### config.mk
export PLATFORM = sky130hd
export DESIGN_NAME = indirect_reg_file
export DESIGN_NICKNAME = d
export VERILOG_FILES = /design/src/rtl/indirect_reg_file.sv
export SDC_FILE = /design/constraint.sdc
export NUM_CORES = 1
export LEC_CHECK = 0
export ABC_AREA = 1
export BUFFER_PORTS_ARGS = -buffer_cell sky130_fd_sc_hd__buf_4
export CAP_MARGIN = 40
export CORE_MARGIN = 10
export CORE_UTILIZATION = 36
export DETAILED_ROUTE_END_ITERATION = 12
export GPL_TIMING_DRIVEN = 0
export PLACE_DENSITY_LB_ADDON = 0.08
export SETUP_SLACK_MARGIN = 0.1
export SYNTH_ARGS = -nofsm -noshare
export SYNTH_HDL_FRONTEND = slang
export SYNTH_SLANG_ARGS = --single-unit
### constraint.sdc
create_clock -name clk -period 2.4 [get_ports clk]
set_clock_uncertainty 0.05 [all_clocks]
set_input_delay 0.24 -clock clk [delete_from_list [all_inputs] [get_ports clk]]
set_output_delay 0.24 -clock clk [all_outputs]
set_load 0.1 [all_outputs]
### src/rtl/indirect_reg_file.sv
// Parametrised register file with pointer-indirect addressing through the top
// address, pointer post-increment/decrement, optional write bypass and a shadow bank.
module indirect_reg_file #(
  parameter int unsigned REG_ADDR_WIDTH = 4,
  parameter int unsigned REG_WIDTH      = 8,
  parameter bit          BYPASS         = 1'b0,
  parameter bit          SHADOW         = 1'b1
) (
  input  logic                      clk,
  input  logic                      rst_n,
  input  logic [REG_ADDR_WIDTH-1:0] rx,
  input  logic [REG_ADDR_WIDTH-1:0] ry,
  input  logic [REG_ADDR_WIDTH-1:0] wr_reg,
  input  logic [REG_WIDTH-1:0]      wr_value,
  input  logic                      wr_enable,
  input  logic [1:0]                ptr_op,
  input  logic                      ctx_save,
  input  logic                      ctx_restore,
  output logic [REG_WIDTH-1:0]      rx_value,
  output logic [REG_WIDTH-1:0]      ry_value,
  output logic [REG_WIDTH-1:0]      ptr_value
);

  localparam int unsigned NREGS = 2 ** REG_ADDR_WIDTH;
  localparam logic [REG_ADDR_WIDTH-1:0] PTR_IDX   = REG_ADDR_WIDTH'(NREGS - 2);
  localparam logic [REG_ADDR_WIDTH-1:0] ALIAS_IDX = REG_ADDR_WIDTH'(NREGS - 1);

  typedef enum logic [1:0] {
    PTR_HOLD = 2'b00,
    PTR_INC  = 2'b01,
    PTR_DEC  = 2'b10,
    PTR_RSVD = 2'b11
  } ptr_op_e;

  logic [REG_WIDTH-1:0] core      [NREGS];
  logic [REG_WIDTH-1:0] core_next [NREGS];
  logic [REG_WIDTH-1:0] shadow_q  [NREGS];

  logic [REG_WIDTH-1:0]      ptr;
  logic [REG_WIDTH-1:0]      ptr_stepped;
  logic [REG_ADDR_WIDTH-1:0] rx_idx;
  logic [REG_ADDR_WIDTH-1:0] ry_idx;
  logic [REG_ADDR_WIDTH-1:0] wr_idx;
  logic                      ptr_step;
  logic                      restore_en;
  ptr_op_e                   op;

  // Single level of indirection: the alias address maps through the pointer's
  // low bits, and the resolved index is never looked up again.
  function automatic logic [REG_ADDR_WIDTH-1:0] resolve(
    input logic [REG_ADDR_WIDTH-1:0] addr,
    input logic [REG_ADDR_WIDTH-1:0] ptr_lo
  );
    return (addr == ALIAS_IDX) ? ptr_lo : addr;
  endfunction

  assign ptr       = core[PTR_IDX];
  assign ptr_value = ptr;
  assign op        = ptr_op_e'(ptr_op);

  assign rx_idx = resolve(rx,     ptr[REG_ADDR_WIDTH-1:0]);
  assign ry_idx = resolve(ry,     ptr[REG_ADDR_WIDTH-1:0]);
  assign wr_idx = resolve(wr_reg, ptr[REG_ADDR_WIDTH-1:0]);

  always_comb begin
    rx_value = core[rx_idx];
    ry_value = core[ry_idx];
    if (BYPASS && wr_enable && (wr_idx == rx_idx)) rx_value = wr_value;
    if (BYPASS && wr_enable && (wr_idx == ry_idx)) ry_value = wr_value;
  end

  always_comb begin
    ptr_step    = 1'b0;
    ptr_stepped = ptr;
    unique case (op)
      PTR_INC: begin
        ptr_step    = 1'b1;
        ptr_stepped = ptr + REG_WIDTH'(1);
      end
      PTR_DEC: begin
        ptr_step    = 1'b1;
        ptr_stepped = ptr - REG_WIDTH'(1);
      end
      PTR_HOLD, PTR_RSVD: begin
        ptr_step    = 1'b0;
        ptr_stepped = ptr;
      end
      default: begin
        ptr_step    = 1'b0;
        ptr_stepped = ptr;
      end
    endcase
  end

  assign restore_en = SHADOW && ctx_restore;

  // Restore overrides everything; otherwise a write landing on the pointer
  // register takes precedence over the pointer step in the same edge.
  always_comb begin
    core_next = core;
    if (restore_en) begin
      core_next = shadow_q;
    end else begin
      if (wr_enable) core_next[wr_idx] = wr_value;
      if (ptr_step && !(wr_enable && (wr_idx == PTR_IDX))) core_next[PTR_IDX] = ptr_stepped;
    end
  end

  always_ff @(posedge clk or negedge rst_n) begin
    if (!rst_n) core <= '{default: '0};
    else        core <= core_next;
  end

  generate
    if (SHADOW) begin : g_shadow
      logic [REG_WIDTH-1:0] shadow [NREGS];

      // Captures the pre-edge core, so save+restore together swaps the banks.
      always_ff @(posedge clk or negedge rst_n) begin
        if (!rst_n)        shadow <= '{default: '0};
        else if (ctx_save) shadow <= core;
      end

      assign shadow_q = shadow;
    end else begin : g_no_shadow
      logic unused_ctx_save;
      assign unused_ctx_save = ctx_save;
      assign shadow_q        = '{default: '0};
    end
  endgenerate

endmodule

# Yosys cells after proc, flatten, opt, wreduce, memory -nomap -nowiden
# Index checks and enable logic that the tools add are counted.
# Widths: inputs -> output; s select.
# word_totals
input_bits,27
romBits,0
n_memories,0
ff_bits,256
word_cells,76
ramBits,0
latchBits,0
output_inout_bits,24
# classes
addsub,2
div,0
mul,0
n_eq_ne,8
shift,0
muxes,17
n_reduce_logical,10
bitwise_logic,3
order_cmp,4
# ops
operator,count
$mux 128,2
$bwmux 128,1
$bmux 8 s4,2
$mux 8,6
$demux 8 s4,1
$eq 4x4->1 const B,4
$pmux 8 s2,1
$ge 5x5->1 const B,3
$not 4->5,3
$mux 4,3
$add 8x1->8 const B,1
$sub 8x1->8 const B,1
$lt 5x1->1 const B,1
$eq 2x2->1 const B,2
$reduce_or 2->1,2
$logic_and 1x1->1,3
$ne 3x3->1 const B,1
$reduce_bool 3->1,1
$eq 2x1->1 const B,1
$logic_not 2->1,1
$pmux 1 s2,1
$reduce_and 2->1,1
$reduce_bool 2->1,1
$logic_not 1->1,1

# Depth between registers and ports, before layout
# depth
ltp_word,11
mapped_depth,16
ltp_nobuf,16

# Worst setup path before layout
# No wires, ideal clock.
# synth_timing
path_type,reg-to-output
start,"register core, in the netlist ptr_value[0]"
end,output port rx_value[0]
t_arrival_ns,2.112
t_required_ns,2.110
slack_ns,-0.002
n_path_buf,3
path_stages_with_launch,9
path_cell_list,dfrtp_1 > buf_2 > o21ai_1 > buf_2 > buf_2 > o211ai_1 > nand3_1 > nand3_1 > nand2_1
# synth_between
elab_chain_len,5
# synth_rtl
item,line_no,text
"start, declared",35,logic [REG_WIDTH-1:0] core [NREGS];
"start signal, assigned",111,else core <= core_next;
$mux 4,54,return (addr == ALIAS_IDX) ? ptr_lo : addr;
$not 4->5 (implied by the code),66,rx_value = core[rx_idx];
$bmux 8 s4 *,66,
$mux 8 (implied by the code) * (2 in series),66,
"end, declared",19,"output logic [REG_WIDTH-1:0] rx_value,"
# Every way passes the cells marked *; elsewhere a longest branch is shown, timed or not. The select of a mux whose other input is x is not followed.

# Worst setup path in the final report
# layout_timing
start,"register core, in the netlist ptr_value[0]"
end,output port ry_value[2]
# layout_between
elab_chain_len,5
# layout_rtl
item,line_no,text
$mux 4,54,
$not 4->5 (implied by the code),67,ry_value = core[ry_idx];
$bmux 8 s4,67,
$mux 8 (implied by the code) (2 in series),67,
"end, declared",20,"output logic [REG_WIDTH-1:0] ry_value,"
# No other way between the ends. The select of a mux whose other input is x is not followed.

==> impl_metrics.env <==
export IMPL_die_x_um=213
export IMPL_drt_first_pass_iters=6
export IMPL_synth_edf_count=0
export IMPL_cts_root_buffer="clkbuf_16"
export IMPL_die_h_um=213
export IMPL_routed_wl_um=58800
export IMPL_finalInstanceArea_mm2=0.0172
export IMPL_start_util_pct=36.6
export IMPL_fmax_ghz=0.352
export IMPL_power_leakage_nw=7.79
export IMPL_grt_max_degree=115
export IMPL_combPwrFrac_pct=27.8
export IMPL_grt_pass1_vias=12600
export IMPL_grt_usage_pct=25.6
export IMPL_violations="setup timing"
export IMPL_synthArstFlopShare_pct=100
export IMPL_yosysSeqAreaShare_pct=47.6
export IMPL_ant_nets=0
export IMPL_endpoint_kind="primary output"
export IMPL_syn_to_final_growth_pct=27.7
export IMPL_slowest_delay_ns=0.41
export IMPL_cts_htree_levels=1
export IMPL_reg2reg_to="core[110]"
export IMPL_antenna_found_initial=0
export IMPL_layout_nets=1862
export IMPL_slew_headroom_pct=35.4
export IMPL_powerDensity_mw_per_mm2=838
export IMPL_ios=51
export IMPL_yosysMostFrequentCell="nand2_1"
export IMPL_overflow=0
export IMPL_ys_flop_type="dfrtp_1"
export IMPL_synth_top_area_share_pct=47.6
export IMPL_path_class="reg2out"
export IMPL_setup_tns_ns=-6.18
export IMPL_crit_fanout=10
export IMPL_status="finished, violations left"
export IMPL_path_clk_slew_ns=0.06
export IMPL_clockPowerShare_pct=33.6
export IMPL_avgSynthCellArea_um2=7.91
export IMPL_antenna_cells=0
export IMPL_syn_area_mm2=0.0135
export IMPL_rows=70
export IMPL_cts_sinks=256
export IMPL_vias=13300
export IMPL_clk_path_buf_depth=3
export IMPL_r2r_cells=12
export IMPL_cp_start_kind="flop"
export IMPL_critPathMostFrequentCell="buf_6"
export IMPL_hp_class="in2reg"
export IMPL_initialDrtViolationCount=1333
export IMPL_pwr_share_seq_pct=38.6
export IMPL_critPathRequiredTime_ns=2.11
export IMPL_rrSetupSlack_ns=0.17
export IMPL_hp_start="wr_value[3]"
export IMPL_grt_pass1_wl_um=86200
export IMPL_min_delay_path_depth=5
export IMPL_critPathBufInv=4
export IMPL_top_layer="met4"
export IMPL_fin_crit_sh_pct=119
export IMPL_rsz0062_at_grt="yes"
export IMPL_yosysWarnings=0
export IMPL_portBuffers=47
export IMPL_dp_hpwl_um=43100
export IMPL_drv_slew=0
export IMPL_die_area_mm2=0.0456
export IMPL_peakVddDrop_uv=529
export IMPL_clkLatencyLatePin_ns=0.59
export IMPL_synth_common_cells="474 x nand2_1, 256 x dfrtp_1, 199 x inv_1, 163 x nand3_1, 111 x o211ai_1"
export IMPL_yosysUniqueCellTypes=34
export IMPL_switching_share_pct=35.7
export IMPL_min_to="ptr_value[3]"
export IMPL_switching_power_w=0.00514
export IMPL_maxCapViolCount=0
export IMPL_final_setup_viol_count=16
export IMPL_wl_met3_um=4460
export IMPL_wl_met1_um=25800
export IMPL_worst_pin_slew_ns=0.970
export IMPL_synth_nets=1734
export IMPL_yosys_top_cells_area="dfrtp_1 48%, nand2_1 13%, o221ai_1 6.8%"
export IMPL_period_needed_ns=2.84
export IMPL_hold_violations=0
export IMPL_core_mm2=0.0368
export IMPL_ys_ff_latch=256
export IMPL_synth_cells=1704
export IMPL_synth_top_area_cell="dfrtp_1"
export IMPL_arrival_ns=2.55
export IMPL_gp_congestion=0.970
export IMPL_drc=0
export IMPL_cpMaxStageDelayCell="dfrtp_1"
export IMPL_wl_per_cell_um=25.3
export IMPL_layout_drive_gt1_share_pct=17.7
export IMPL_viasPerCell=5.71
export IMPL_cts_tree="yes"
export IMPL_dpl_instance_area_mm2=0.0147
export IMPL_route_met2_wl_um=26500
export IMPL_intPower_w=0.00926
export IMPL_r2r_start="ptr_value[0]"
export IMPL_fin_ws_ns=-0.445
export IMPL_cts_buffers=30
export IMPL_path_delay_family="buffers and inverters"
export IMPL_crit_chain="buf_6 -> o21ai_4 -> buf_6 -> buf_6 -> nand2_1 -> o211ai_1 -> nand3_1 -> nand3_2 -> nand2_2 -> buf_12"
==> layout make-up <==
class                   instances  area [µm²]
plain buffers                 110         787
clock buffers                  45         908
clock inverters                 9         124
fillers                      3608       19600
inverters                     207         803
multi-input cells            1132        6390
flip-flops and latches        256        6410
well taps                     468         586
repair buffers                 95        1190
==> power groups by stage <==
stage / registers, W / clock network [W] / logic [W]
after floorplan: 0.00541 / 0 / 0.00234
after global placement: 0.00561 / 0 / 0.00336
after detailed placement: 0.00562 / 0 / 0.00344
after CTS: 0.00555 / 0.00491 / 0.00383
after global routing: 0.00563 / 0.00507 / 0.00432
final: 0.00556 / 0.00484 / 0.00401
==> repair_timing <==
| action | 4_1_cts | 5_1_grt |
|---|---|---|
| buffers inserted | 17 | 9 |
| hold buffers | 3 | 0 |
| endpoints found under the setup margin | 63 | 105 |
| endpoints found under the hold margin | 258 | 0 |
| cloned | 3 | 2 |
| pin swaps | 22 | 28 |
| resized for setup | 212 | 78 |
==> sequential cells by signal, summed over array words and instances (netlist names) <==
| register | flops |
|---|---|
| ptr_value | 8 |
| g_shadow.shadow | 128 |
| core | 120 |
==> worst max-delay path by stage <==
stage,startpoint,endpoint,slack (ns),depth (start not counted)
3_3_place_gp,rst_n,g_shadow.shadow[57],-1.26,1
5_1_grt,ptr_value[0],rx_value[4],-0.44,11
6_report,ptr_value[0],ry_value[2],-0.44,10
2_1_floorplan,ptr_value[0],rx_value[0],0.24,8
3_5_place_dp,ptr_value[1],rx_value[4],-0.76,7
4_1_cts,ptr_value[0],ry_value[3],-0.38,10
==> metal layers <==
metal / GRT usage (%) / vias to the layer above
li1: - / 6021
met1: 35.5 / 6521
met2: 40.2 / 587
met3: 3.81 / 124
met4: 8.16 / 0
met5: 0 / -
==> worst reg2reg max path: stages (launching register included) <==
cell and delay [ns]:
dfrtp_1 0.41, buf_6 0.15, buf_4 0.13, buf_6 0.13, inv_4 0.06, nand2_4 0.05
nor2_4 0.12, nor2_4 0.05, nor2_4 0.25, buf_6 0.16, nand4_4 0.19, buf_12 0.22
o221ai_1 0.17
==> through the flow <==
step | hold WS [ns] | setup slack [ns] | std cells | utilization [%] | power, W
after detailed placement | 0.0802 | -0.759 | 2234 | 39.9 | 0.00907
after global routing | 0.0758 | -0.436 | 2322 | 46.8 | 0.0150
final | 0.0397 | -0.445 | 2322 | 46.8 | 0.0144
after global placement | 0.413 | -1.26 | 2219 | 39.3 | 0.00898
after CTS | 0.00452 | -0.376 | 2311 | 45.5 | 0.0143
after floorplan | -0.106 | 0.242 | 1704 | - | 0.00775
==> layout by cell type (no fill, tap or decap), drive strengths merged <==
cell type    Yosys  routed
o211ai         111     111
a31oi            4       4
nand2          484     484
clkinv           2       7
o221ai         104     104
dlygate4sd3      0       3
clkinvlp         0       1
buf             34     128
inv            205     205
xnor2            2       2
bufinv           0       3
ha               3       3
or2              5       5
a21oi           75      75
nor2            89      89
clkbuf          76     119
dfrtp          256     256
o21bai           1       1
nor3             2       2
nand4            4       4
a21boi           2       2
nand3          167     168
and2             1       1
o21ai           77      77
==> kinds of logic after synthesis <==
| logic type | share of synthesized area (%) |
|---|---|
| and+or+nand+nor | 23.6 |
| AOI/OAI and AO/OA | 19.2 |
| buffers and inverters | 9.30 |
| DFF | 47.6 |
| adders and majority gates | 0.279 |
| xor gates and xnor gates | 0.130 |
Power figures use the tool's default switching activity.
